## src/rtl/regfile_mp.sv

```systemverilog
// Multi-port register file: NREAD combinational read ports, two byte-enabled
// write ports (port 1 wins overlapping bytes), optional bypass and zero register.
module regfile_mp #(
  parameter int WIDTH    = 32,
  parameter int DEPTH    = 32,
  parameter int NREAD    = 2,
  parameter int ZERO_REG = 1,
  parameter int BYPASS   = 1,
  localparam int AW      = $clog2(DEPTH),
  localparam int NB      = WIDTH / 8
) (
  input  logic                   clk,
  input  logic                   rst_n,
  input  logic                   WriteEnable0,
  input  logic [AW-1:0]          WriteRegister0,
  input  logic [WIDTH-1:0]       WriteData0,
  input  logic [NB-1:0]          ByteEnable0,
  input  logic                   WriteEnable1,
  input  logic [AW-1:0]          WriteRegister1,
  input  logic [WIDTH-1:0]       WriteData1,
  input  logic [NB-1:0]          ByteEnable1,
  input  logic [NREAD*AW-1:0]    ReadRegister,
  output logic [NREAD*WIDTH-1:0] ReadData
);

  logic [WIDTH-1:0] mem [DEPTH];

  // Post-edge value of register a given this cycle's write inputs; port 1 is
  // applied last so it owns bytes enabled on both ports.
  function automatic logic [WIDTH-1:0] merged(input logic [WIDTH-1:0] old,
                                              input logic [AW-1:0]    a);
    logic [WIDTH-1:0] v;
    v = old;
    for (int unsigned i = 0; i < NB; i++) begin
      if (WriteEnable0 && WriteRegister0 == a && ByteEnable0[i])
        v[8*i +: 8] = WriteData0[8*i +: 8];
      if (WriteEnable1 && WriteRegister1 == a && ByteEnable1[i])
        v[8*i +: 8] = WriteData1[8*i +: 8];
    end
    return v;
  endfunction

  for (genvar r = 0; r < DEPTH; r++) begin : g_reg
    always_ff @(posedge clk) begin
      if (!rst_n || (ZERO_REG != 0 && r == 0))
        mem[r] <= '0;
      else
        mem[r] <= merged(mem[r], AW'(r));
    end
  end

  for (genvar k = 0; k < NREAD; k++) begin : g_read
    logic [AW-1:0]    addr;
    logic [WIDTH-1:0] lane;

    assign addr = ReadRegister[k*AW +: AW];

    always_comb begin
      lane = mem[addr];
      if (BYPASS != 0)
        lane = merged(mem[addr], addr);
      if (!rst_n || (ZERO_REG != 0 && addr == '0))
        lane = '0;
    end

    assign ReadData[k*WIDTH +: WIDTH] = lane;
  end

endmodule

```

## config.mk

```make
export PLATFORM = sky130hd
export DESIGN_NAME = regfile_mp
export DESIGN_NICKNAME = d
export VERILOG_FILES = /design/src/rtl/regfile_mp.sv
export SDC_FILE = /design/constraint.sdc
export NUM_CORES = 2
export LEC_CHECK = 0
export ABC_AREA = 1
export CORE_MARGIN = 1
export CORE_UTILIZATION = 44
export CTS_CLUSTER_DIAMETER = 40
export CTS_CLUSTER_SIZE = 16
export DETAILED_ROUTE_END_ITERATION = 8
export REMOVE_ABC_BUFFERS = 1
export SLEW_MARGIN = 10
export SYNTH_ARGS = -nofsm -noshare
export SYNTH_HDL_FRONTEND = slang
export SYNTH_SLANG_ARGS = --single-unit
```

## constraint.sdc

```tcl
create_clock -name clk -period 3.7 [get_ports clk]
set_input_delay 0.74 -clock clk [delete_from_list [all_inputs] [get_ports clk]]
set_output_delay 0.74 -clock clk [all_outputs]
set_load 0.01 [all_outputs]
```

==> flow_metrics.tcl <==
set metrics [dict create \
    dieWidth_um 411 \
    layout_commonest_cell "nand2_1" \
    drive_gt1_frac 0.124 \
    antenna_found_initial 19 \
    worstMarginPinSlew_ns 0.873 \
    cap_violations 0 \
    dp_hpwl_mm 233 \
    synth-edff-count 992 \
    numClockSinks 992 \
    ys.flop_type "edfxtp_1" \
    cts_tree "yes" \
    synth-seq-cells 992 \
    grt_overflow 0 \
    nets 10800 \
    num_io_pins 160 \
    hp-class "primary input to flip-flop" \
    fmax_mhz 273 \
    grt_first_pass_wirelength_mm 519 \
    drc 0 \
    met3_length_mm 52.4 \
    critPathKind "primary input to output pin" \
    grt_max_degree 172 \
    via_per_inst 6.43 \
    die_h_um 411 \
    syn_to_final_growth_pct 18.4 \
    leakagePower_nw 36.1 \
    avgSynthCellArea_um2 6.92 \
    die_area_um2 169000 \
    num_vias 83900 \
    rows 149 \
    crit_path_end "ReadData[5]" \
    finalSetupViolCount 0 \
    drtIter0Drc 13100 \
    status "completed" \
    powerDensity_nw_per_um2 416 \
    start_util 0.445 \
    grt_pass1_vias 76200 \
    top_layer "met5" \
    clk_path_buf_depth 3 \
    io_buffers 159 \
    wl_per_cell_um 27.8 \
    ant_nets 0 \
    path_clk_slew_ns 0.05 \
    ir_drop_mv 0.510 \
    critPathLaunchType "primary input" \
    maxSlewHeadroom 0.418 \
    wl_met1_mm 133 \
    finalCritPeriodShare 0.989 \
    syn-instance-count 10700 \
    wirelength_mm 362 \
    critical_path_peak_fanout 55 \
    ctsRootBufferMaster "clkbuf_16" \
    cts_hold_repair.buffers 0 \
    cp-startpoint "ReadRegister[1]" \
    synth_area_um2 73700 \
    max_flop_register "mem" \
    largest_reg_flops 992 \
    endpoint_kind "output pin" \
    mostFrequentLayoutCells "nand2_1, nand3_1, a21oi_1, edfxtp_1, nand4_1" \
    worstPathArrival_ns 2.92 \
    fin_setup_tns_ns 0 \
    synthArstFlopShare 0 \
    min-delay-start "ByteEnable1[3]" \
    final_util 0.527 \
    design.core.area_um2 166000 \
    hold_depth 3 \
    slew_viol_final 0 \
    grt_usage 0.415 \
    yosys_warnings 0 \
    min_period_ns 3.66 \
    netlist-cell-type-count 34 \
    gp_congestion 0.986 \
    numCtsBuffers 174 \
    yosysSeqAreaShare 0.404 \
    htreeDepth 4 \
    wl_met2_mm 152 \
    first_pass_iters 9 \
    rsz0062_at_grt "no" \
    final_hold_viol_count 0 \
    worstPathRequired_ns 2.96 \
    top_regs "mem: 992 flops" \
]
timing repair:
item | 4_1_cts | 5_1_grt
pin swaps | 14 | 6
setup buffers | 28 | 6
gates resized for setup | 98 | 21
gates cloned | 5 | 1
setup endpoints to repair | 64 | 12
worst min-delay path by stage:
stage / endpoint / slack (ns)
2_1_floorplan: mem[10][0] / 0.99
3_3_place_gp: mem[6][30] / 1.21
3_5_place_dp: mem[6][30] / 1.22
4_1_cts: mem[6][30] / 0.35
5_1_grt: mem[6][30] / 0.39
6_report: mem[6][30] / 0.40
cell usage after synthesis, types with 9 or more instances:
cell,instances,area [um2]
nor2_4,12,135
o21ai_1,96,480
nor2_8,12,240
a21oi_1,1122,5620
inv_2,9,33.8
edfxtp_1,992,29800
nand3_2,120,1200
buf_2,289,1450
inv_1,423,1590
o21ai_0,65,325
nand2_1,3850,14500
nand4_1,966,6040
buf_4,36,270
o21ai_2,23,201
nor3_1,100,500
nand2_2,10,62.6
o211ai_1,9,67.6
nor2_1,567,2130
clkbuf_1,603,2260
a21oi_2,10,87.6
nand3_1,1224,6130
buf_1,78,293
final cells by class:
| cell class | instances | area (um2) |
|---|---|---|
| Antenna cell | 8 | 20.0 |
| Clock buffer | 187 | 4450 |
| Clock inverter | 134 | 1430 |
| Fill cell | 15700 | 78500 |
| Inverter | 434 | 1680 |
| Multi-Input combinational cell | 8212 | 38000 |
| Sequential cell | 992 | 29800 |
| Tap cell | 2189 | 2740 |
| Timing Repair Buffer | 888 | 9130 |
| Timing Repair inverter | 1 | 8.76 |
report_power, final:
group          total [W]  switching, W  leakage (nW)  internal [W]
sequential        0.0135      0.000426          9.46        0.0130
combinational    0.00634       0.00457          23.8       0.00177
clock             0.0165       0.00640          2.84        0.0101
total             0.0363        0.0114          36.1        0.0249
metrics by stage:
| step | total power, W | instances | hold WS, ns | worst slack [ns] | cell area [um2] |
|---|---|---|---|---|---|
| global placement | 0.0197 | 12700 | 1.21 | -0.356 | 80800 |
| global route | 0.0371 | 13000 | 0.387 | 0.00632 | 87300 |
| detailed placement | 0.0197 | 12700 | 1.22 | -0.382 | 80800 |
| floorplan | 0.0161 | 9638 | 0.988 | -4.85 | 69400 |
| finish | 0.0363 | 13000 | 0.398 | 0.0420 | 87300 |
| CTS | 0.0360 | 13000 | 0.354 | 0.00132 | 87200 |
critical path: stages:
cell,delay [ns]
buf_12,0.17
buf_4,0.65
nand3_1,0.15
nand3_1,0.19
nand2_1,0.11
nand2_1,0.08
nand2_1,0.20
nand3_1,0.16
a21oi_2,0.06
dlygate4sd2_1,0.28
cell families after synthesis:
family | share of synthesized area
buffers and inverters | 0.0813
and+or+nand+nor | 0.422
AOI/OAI and AO/OA | 0.0923
DFF | 0.404
xor gates and xnor gates | 0.000238
metal layers:
layer | up-vias | GRT usage
li1 | 36700 | -
met1 | 39200 | 0.543
met2 | 6714 | 0.605
met3 | 1280 | 0.121
met4 | 21 | 0.244
met5 | - | 0
No activity file was read; power rests on OpenSTA's default activity.
